==> config.mk <==
export PLATFORM = sky130hd
export DESIGN_NAME = gpgpu_axil_csr_bank
export DESIGN_NICKNAME = d
export VERILOG_FILES = /design/src/rtl/gpgpu_axil_csr_bank.sv
export SDC_FILE = /design/constraint.sdc
export NUM_CORES = 1
export LEC_CHECK = 0
export ABC_AREA = 0
export CAP_MARGIN = 20
export CORE_AREA = 2 2 474 476
export CTS_CLUSTER_DIAMETER = 120
export DETAILED_ROUTE_END_ITERATION = 7
export DIE_AREA = 0 0 476 478
export HOLD_SLACK_MARGIN = 0.1
export PLACE_DENSITY_LB_ADDON = 0.15
export SLEW_MARGIN = 20
export SYNTH_ARGS = -nofsm -noshare
export SYNTH_HDL_FRONTEND = slang
export SYNTH_SLANG_ARGS = --single-unit
==> constraint.sdc <==
create_clock -name clk -period 5.3 [get_ports clk]
set_input_delay 1.59 -clock clk [delete_from_list [all_inputs] [get_ports clk]]
set_output_delay 1.59 -clock clk [all_outputs]
set_load 0.1 [all_outputs]
==> src/rtl/gpgpu_axil_csr_bank.sv <==
// rtl/gpgpu_axil_csr_bank.sv - AXI4-Lite CSR bank with RW/RO registers and write pulses; optional IRQ status register via GPGPU_CSR_IRQ_EN
module gpgpu_axil_csr_bank #(
    parameter int                  ADDR_WIDTH = 32,
    parameter int                  DATA_WIDTH = 32,
    parameter int                  NUM_REGS   = 16,
    parameter logic [NUM_REGS-1:0] RO_MASK    = '0
) (
    input  logic                           clk,
    input  logic                           rst,
    input  logic                           s_axilite_awvalid,
    output logic                           s_axilite_awready,
    input  logic [ADDR_WIDTH-1:0]          s_axilite_awaddr,
    input  logic [2:0]                     s_axilite_awprot,
    input  logic                           s_axilite_wvalid,
    output logic                           s_axilite_wready,
    input  logic [DATA_WIDTH-1:0]          s_axilite_wdata,
    input  logic [DATA_WIDTH/8-1:0]        s_axilite_wstrb,
    output logic                           s_axilite_bvalid,
    input  logic                           s_axilite_bready,
    output logic [1:0]                     s_axilite_bresp,
    input  logic                           s_axilite_arvalid,
    output logic                           s_axilite_arready,
    input  logic [ADDR_WIDTH-1:0]          s_axilite_araddr,
    input  logic [2:0]                     s_axilite_arprot,
    output logic                           s_axilite_rvalid,
    input  logic                           s_axilite_rready,
    output logic [DATA_WIDTH-1:0]          s_axilite_rdata,
    output logic [1:0]                     s_axilite_rresp,
    output logic [NUM_REGS*DATA_WIDTH-1:0] reg_q_o,
    output logic [NUM_REGS-1:0]            reg_wr_o,
    input  logic [NUM_REGS*DATA_WIDTH-1:0] ro_data_i,
    input  logic [DATA_WIDTH-1:0]          irq_set_i,
    output logic                           irq_o
);

    localparam int STRB_W = DATA_WIDTH / 8;
    localparam int OFF    = $clog2(STRB_W);
    localparam int IDX_W  = $clog2(NUM_REGS);
    localparam logic [ADDR_WIDTH-1:0] SPAN = ADDR_WIDTH'(NUM_REGS * STRB_W);
    localparam logic [1:0] RESP_OKAY   = 2'b00;
    localparam logic [1:0] RESP_SLVERR = 2'b10;

`ifdef GPGPU_CSR_IRQ_EN
    // The top register holds interrupt status and must stay host-accessible.
    localparam logic [NUM_REGS-1:0] IRQ_BIT = {1'b1, {(NUM_REGS-1){1'b0}}};
    localparam logic [NUM_REGS-1:0] RO_EFF  = RO_MASK & ~IRQ_BIT;
`else
    localparam logic [NUM_REGS-1:0] RO_EFF  = RO_MASK;
`endif

    logic                  aw_held;
    logic [ADDR_WIDTH-1:0] aw_addr_q;
    logic                  w_held;
    logic [DATA_WIDTH-1:0] w_data_q;
    logic [STRB_W-1:0]     w_strb_q;
    logic [DATA_WIDTH-1:0] regs [NUM_REGS];

    logic                  aw_hs;
    logic                  w_hs;
    logic                  ar_hs;
    logic                  commit;
    logic [IDX_W-1:0]      wr_idx;
    logic                  wr_err;
    logic                  wr_ok;
    logic [DATA_WIDTH-1:0] byte_mask;
    logic [DATA_WIDTH-1:0] wr_merged;
    logic [IDX_W-1:0]      rd_idx;
    logic                  rd_err;

    assign s_axilite_awready = !aw_held;
    assign s_axilite_wready  = !w_held;
    assign s_axilite_arready = !s_axilite_rvalid;

    assign aw_hs  = s_axilite_awvalid && !aw_held;
    assign w_hs   = s_axilite_wvalid && !w_held;
    assign ar_hs  = s_axilite_arvalid && !s_axilite_rvalid;
    // A commit retires both buffers and produces a B beat, so it waits for the B slot.
    assign commit = aw_held && w_held && (!s_axilite_bvalid || s_axilite_bready);

    assign wr_idx = aw_addr_q[OFF +: IDX_W];
    assign wr_err = (aw_addr_q >= SPAN);
    assign wr_ok  = commit && !wr_err && !RO_EFF[wr_idx];
    assign rd_idx = s_axilite_araddr[OFF +: IDX_W];
    assign rd_err = (s_axilite_araddr >= SPAN);

    // Expand the held byte strobes into a bit mask for merging.
    always_comb begin
        byte_mask = '0;
        for (int b = 0; b < STRB_W; b++) begin
            byte_mask[b*8 +: 8] = {8{w_strb_q[b]}};
        end
    end

    assign wr_merged = (regs[wr_idx] & ~byte_mask) | (w_data_q & byte_mask);

`ifdef GPGPU_CSR_IRQ_EN
    logic [DATA_WIDTH-1:0] irq_clr;
    logic [DATA_WIDTH-1:0] irq_next;
    logic                  unused_ok;

    // Write-one-to-clear on the status register; new set bits override a clear.
    always_comb begin
        irq_clr = '0;
        if (wr_ok && (wr_idx == IDX_W'(NUM_REGS-1))) begin
            irq_clr = w_data_q & byte_mask;
        end
        irq_next = (regs[NUM_REGS-1] & ~irq_clr) | irq_set_i;
    end

    assign irq_o     = |regs[NUM_REGS-1];
    assign unused_ok = &{1'b0, s_axilite_awprot, s_axilite_arprot};
`else
    logic unused_ok;

    assign irq_o     = 1'b0;
    assign unused_ok = &{1'b0, s_axilite_awprot, s_axilite_arprot, irq_set_i};
`endif

    // AW and W holding buffers fill independently and drain together on commit.
    always_ff @(posedge clk) begin
        if (rst) begin
            aw_held   <= 1'b0;
            aw_addr_q <= '0;
            w_held    <= 1'b0;
            w_data_q  <= '0;
            w_strb_q  <= '0;
        end else begin
            if (commit) begin
                aw_held <= 1'b0;
            end else if (aw_hs) begin
                aw_held   <= 1'b1;
                aw_addr_q <= s_axilite_awaddr;
            end
            if (commit) begin
                w_held <= 1'b0;
            end else if (w_hs) begin
                w_held   <= 1'b1;
                w_data_q <= s_axilite_wdata;
                w_strb_q <= s_axilite_wstrb;
            end
        end
    end

    // Write response: a commit reloads B even while the previous beat is being accepted.
    always_ff @(posedge clk) begin
        if (rst) begin
            s_axilite_bvalid <= 1'b0;
            s_axilite_bresp  <= RESP_OKAY;
        end else if (commit) begin
            s_axilite_bvalid <= 1'b1;
            s_axilite_bresp  <= (wr_err || RO_EFF[wr_idx]) ? RESP_SLVERR : RESP_OKAY;
        end else if (s_axilite_bready) begin
            s_axilite_bvalid <= 1'b0;
        end
    end

    // One-cycle write pulse, aligned with the updated register value and bvalid.
    always_ff @(posedge clk) begin
        if (rst) begin
            reg_wr_o <= '0;
        end else begin
            reg_wr_o <= wr_ok ? (NUM_REGS'(1) << wr_idx) : '0;
        end
    end

    // Register storage; read-only slots are never written and stay zero.
    always_ff @(posedge clk) begin
        if (rst) begin
            for (int i = 0; i < NUM_REGS; i++) begin
                regs[i] <= '0;
            end
        end else begin
            for (int i = 0; i < NUM_REGS; i++) begin
                if (wr_ok && (wr_idx == IDX_W'(i))) begin
                    regs[i] <= wr_merged;
                end
            end
`ifdef GPGPU_CSR_IRQ_EN
            regs[NUM_REGS-1] <= irq_next;
`endif
        end
    end

    // Read data is captured at the AR handshake, so a same-edge commit is not visible.
    always_ff @(posedge clk) begin
        if (rst) begin
            s_axilite_rvalid <= 1'b0;
            s_axilite_rdata  <= '0;
            s_axilite_rresp  <= RESP_OKAY;
        end else if (ar_hs) begin
            s_axilite_rvalid <= 1'b1;
            if (rd_err) begin
                s_axilite_rdata <= '0;
                s_axilite_rresp <= RESP_SLVERR;
            end else if (RO_EFF[rd_idx]) begin
                s_axilite_rdata <= ro_data_i[int'(rd_idx)*DATA_WIDTH +: DATA_WIDTH];
                s_axilite_rresp <= RESP_OKAY;
            end else begin
                s_axilite_rdata <= regs[rd_idx];
                s_axilite_rresp <= RESP_OKAY;
            end
        end else if (s_axilite_rready) begin
            s_axilite_rvalid <= 1'b0;
        end
    end

    // Flattened view of the RW registers; read-only slots read as zero here.
    always_comb begin
        reg_q_o = '0;
        for (int i = 0; i < NUM_REGS; i++) begin
            reg_q_o[i*DATA_WIDTH +: DATA_WIDTH] = RO_EFF[i] ? '0 : regs[i];
        end
    end

endmodule

; After elaboration in Yosys (flattened, before gate mapping)
; Memories as Yosys holds them, arrays and structs flattened. A register that Yosys moved wholly into a read port is not among the register bits.
; Index checks and enable logic that the tools add are counted.
[op_classes]
order_cmp = 4
n_eq_ne = 15
n_shift = 2
muxes = 80
bitwise_logic = 22
n_reduce_logical = 38
[op_table]
columns = op, count
row1 = 2-to-1 mux 32 bit, 18
row2 = indexed part select 512 x 10 -> 32 bit, 1
row3 = bitwise AND 32 bit, 2
row4 = greater-or-equal comparator 32 x 7 -> 1 bit (second input constant), 2
row5 = 2-to-1 mux 1 bit, 56
row6 = == test 4 bit (second input constant), 8
row7 = NOT 32 bit, 1
row8 = OR 32 bit, 1
row9 = logical AND 1 bit, 23
row10 = == test 4 x 3 -> 1 bit (second input constant), 4
row11 = 2-to-1 mux 4 bit, 4
row12 = OR 1 bit, 16
row13 = left shift 1 x 4 -> 16 bit (first input constant), 1
row14 = < comparator 4 x 5 -> 1 bit (second input constant), 2
row15 = == test 4 x 2 -> 1 bit (second input constant), 2
row16 = zero test 1 bit, 6
row17 = == test 4 x 1 -> 1 bit (second input constant), 1
row18 = zero test 4 bit, 1
row19 = 2-to-1 mux 2 bit, 2
row20 = AND reduction 2 bit, 2
row21 = nonzero test 2 bit, 2
row22 = OR reduction 2 bit, 2
row23 = logical OR 1 bit, 2
row24 = NOT 1 bit, 2
[word_totals]
regBits = 124
mem_bits_rw = 512
romBits = 32
output_inout_bits = 570
n_memories = 3
[memory_table]
columns = name, words, width, rd, rd_ports_with_merged_regs, write_ports, line
row1 = regs, 16, 32, 18, 1, 16, 56  ; logic [DATA_WIDTH-1:0] regs [NUM_REGS];
row2 = (no name shown), 16, 1, 1, 0, 0, 195  ; end else if (RO_EFF[rd_idx]) begin
row3 = (no name shown), 16, 1, 1, 1, 0, 151  ; s_axilite_bresp <= (wr_err || RO_EFF[wr_idx]) ? RESP_SLVERR : RESP_OKAY;

; Longest topological paths before layout
[logic_depth]
word_depth = 10
depth_mapped = 9
ltp_nobuf = 5

; Worst setup path before layout
; No wires, ideal clock.
[synth_timing]
kind = input to register
start = input s_axilite_bready
end = memory regs[11][0], enable pin
setup_time_ns = 0.428
arrival_ns = 4.064
path_slack_ns = 0.808
stages = 7
path_buffers = 2
path_cell_list = nand2b_1 -> nand3_1 -> nor4_2 -> buf_6 -> buf_12 -> nand2_1 -> o21bai_1
[synth_rtl]
columns = item, line
row1 = from (decl), 19  ; input logic s_axilite_bready,
row2 = to (decl), 56

==> flow_metrics.py <==
metrics = {
    "grt": {
        "antenna_found_initial": 16,
        "grt.met1_usage_pct": 19.81,
        "grt_overflow_total": 0,
        "grt.total_usage_pct": 15.42,
        "grtUsageMet3_pct": 4.103,
        "grt_start_max_net_pins": 78,
        "first_global_vias": 23070,
        "grt_pass1_wl_um": 232300,
        "grt.busiest_layer": "met2",
        "globalRouteMet2Util_pct": 25.65,
    },
    "place": {
        "place_congestion": 0.7434,
        "placed_area_um2": 40810,
        "io_buffers": 669,
        "place_hpwl_um": 129400,
    },
    "critical_path": {
        "crit_chain": "clkdlybuf4s50_1",
        "worstPathArrival_ps": 2490,
        "worst-r2r-cell-count": 6,
        "cp_max_fo": 3,
        "cp-end-kind": "primary output",
        "crit_family": "buffers and inverters",
        "critPathMaxStageDelay_ps": 1280,
        "crit_slowest_cell": "clkdlybuf4s50_1",
        "path_buf_inv": 1,
        "start_kind": "flip-flop",
        "crit_type": "flip-flop to primary output",
        "rrSetupSlack_ps": 1760,
        "required_ps": 3710,
        "r2r-end": "regs[11][25]",
    },
    "logic_synthesis": {
        "ys_warn_count": 0,
        "synth_top_family_by_area": "multiplexers",
        "ys_ff_latch": 636,
        "synthSimpleGateAreaFrac_pct": 8.721,
        "async_flop_share_pct": 0,
        "synth_xor_area_share_pct": 0,
        "netlist_instances": 2067,
        "avgSynthCellArea_um2": 14.45,
        "synth_cell_type_count": 36,
        "synth_area_um2": 29870,
        "synth-adder-area-share_pct": 0,
        "yosysSeqAreaShare_pct": 59.78,
        "synth_ff_type": "edfxtp_1",
        "synth_edf_count": 512,
        "synth_area_leader_cell": "edfxtp_1",
        "synth.area.top_cells": "edfxtp_1 (51%), mux4_2 (19%), dfxtp_1 (8.3%)",
        "synthMuxAreaShare_pct": 22.52,
        "ys_top_cells_by_count": "edfxtp_1 (512), nor2_1 (365), mux4_2 (256)",
        "synth_most_common_cell": "edfxtp_1",
        "synth_top_area_share_pct": 51.47,
        "synth_compound_gate_area_share_pct": 5.349,
    },
    "sta": {
        "maxSlewViolCount": 0,
        "tightest_slew_ps": 1169,
        "final-hold-violation-count": 0,
        "rsz0062_at_grt": "false",
        "finalClockSkew_ps": 40.27,
        "min_period_over_period_pct": 77.04,
        "setup_tns_ps": 0,
        "period_minus_slack_ps": 4083,
        "setup_violations": 0,
        "timing.fmax_ghz": 0.2449,
        "slew_headroom_pct": 21.81,
    },
    "run_status": {
        "status": "complete, no violations",
    },
    "clock_network": {
        "cts_post_setup_buffers_inserted": 0,
        "ctsHtreeMaxLevel": 3,
        "path_clk_slew_ps": 70,
        "clock_sink_count": 636,
        "cts.repair.resized": 0,
        "cts_buffers": 87,
        "cts_root_buffer": "clkbuf_16",
        "cts_hold_buf": 0,
        "clk_latency_ps": 720,
        "cts_tree": "yes",
        "cts_buffer_depth": 3,
    },
    "floorplanning": {
        "rows": 174,
        "ioPinCount": 1227,
        "initial_core_util_pct": 13.39,
        "coreArea_um2": 223200,
        "die-area_um2": 227500,
        "die_height_um": 478,
        "die_w_um": 476,
    },
    "cells_and_area": {
        "drive_above_1_share_pct": 21.10,
        "area_growth_syn_to_layout_pct": 46.17,
        "design_area_um2": 43660,
        "nets": 3409,
        "nFillCells": 24100,
    },
    "drt": {
        "wirelength_um": 179800,
        "vias": 22110,
        "antenna_left": 0,
        "drc": 0,
        "dr.pass1.iters": 5,
        "vias_per_cell": 3.797,
        "wl_per_cell_um": 30.89,
        "initialDrtViolationCount": 1752,
    },
    "worst_hold_path": {
        "hold_path_end": "aw_addr_q[27]",
        "worstHoldStart": "aw_addr_q[27]",
        "worst_hold_path_type": "flip-flop to flip-flop",
        "whs_path_depth": 2,
    },
    "pwr": {
        "ir_worst_vdd_v": 0.0002012,
        "power.leakage_nw": 14.61,
        "p_per_area_nw_per_um2": 356.0,
    },
    "flow_run": {
        "maxCapViolations": 0,
    },
}
final cells by class:
class,count,area [um^2],share of cell area (%)
diodes,5,12.51,0.02866
well taps,2992,3744,8.574
inverters,15,57.56,0.1318
multi-input cells,1219,11230,25.72
flip-flops and latches,636,17870,40.94
repair buffers,793,7904,18.10
clock buffers,124,2460,5.634
clock inverters,38,381.6,0.8741
layer usage:
| layer | share of wire, % | wire (um) |
|---|---|---|
| met4 | 2.1 | 3761 |
| met1 | 43 | 78110 |
| met3 | 6.7 | 12060 |
| met5 | 0.027 | 49 |
| met2 | 48 | 85840 |
state kept, by name (all words and copies together) (netlist names), named ones only:
| name | flops |
|---|---|
| reg_wr_o | 16 |
| s_axilite_rdata | 32 |
| s_axilite_rvalid | 1 |
| s_axilite_rresp | 1 |
| regs | 512 |
| s_axilite_bvalid | 1 |
| w_held | 1 |
| aw_addr_q | 30 |
| w_data_q | 32 |
| aw_held | 1 |
| s_axilite_bresp | 1 |
| w_strb_q | 4 |
worst max path at each step:
| stage | start | endpoint | slack (ps) | depth (start not counted) |
|---|---|---|---|---|
| 6_report | regs[10][4] | reg_q_o[324] | 1220 | 1 |
| 5_1_grt | regs[4][0] | reg_q_o[128] | 1100 | 1 |
| 4_1_cts | regs[4][0] | reg_q_o[128] | 1070 | 1 |
| 3_5_place_dp | s_axilite_bready | regs[0][20] | 620 | 7 |
| 3_3_place_gp | s_axilite_bready | regs[11][17] | 610 | 7 |
| 2_1_floorplan | s_axilite_bready | regs[11][0] | 810 | 7 |
cell families after synthesis:
kind of cell,Yosys count
compound gates,244
simple gates,620
mux,352
flops,636
buf+inv,214
other cells,1
cell usage in the layout (no fill, tap or decap), drive strengths merged, types with 33 or more instances in the layout:
cell type | netlist | layout
edfxtp | 512 | 512
a211oi | 33 | 33
nor2 | 367 | 367
clkbuf | 78 | 126
mux2i | 96 | 96
a21oi | 131 | 131
dfxtp | 124 | 124
buf | 121 | 158
nor2b | 39 | 39
nand2 | 174 | 174
clkdlybuf4s50 | 0 | 633
mux4 | 256 | 256
metrics by stage:
stage          hold WS [ps]  cells  utilization [%]  power [W]  worst slack, ps
6_report              453.8   5822            19.57    0.01554             1217
5_1_grt               470.3   5820            19.56    0.01608             1096
4_1_cts               454.8   5816            19.56    0.01582             1073
3_5_place_dp          446.5   5654            18.29   0.009690            622.5
3_3_place_gp          446.3   5652            18.28   0.009700            612.7
2_1_floorplan         430.8   2069                -   0.008387            808.1
where the power goes:
group          switching, W  total [W]  internal, W
clock               0.00248    0.00601      0.00353
combinational       0.00263    0.00356     0.000929
sequential         0.000293    0.00597      0.00568
total               0.00540     0.0155       0.0101
Note: power is estimated with default switching activity, not from simulation.
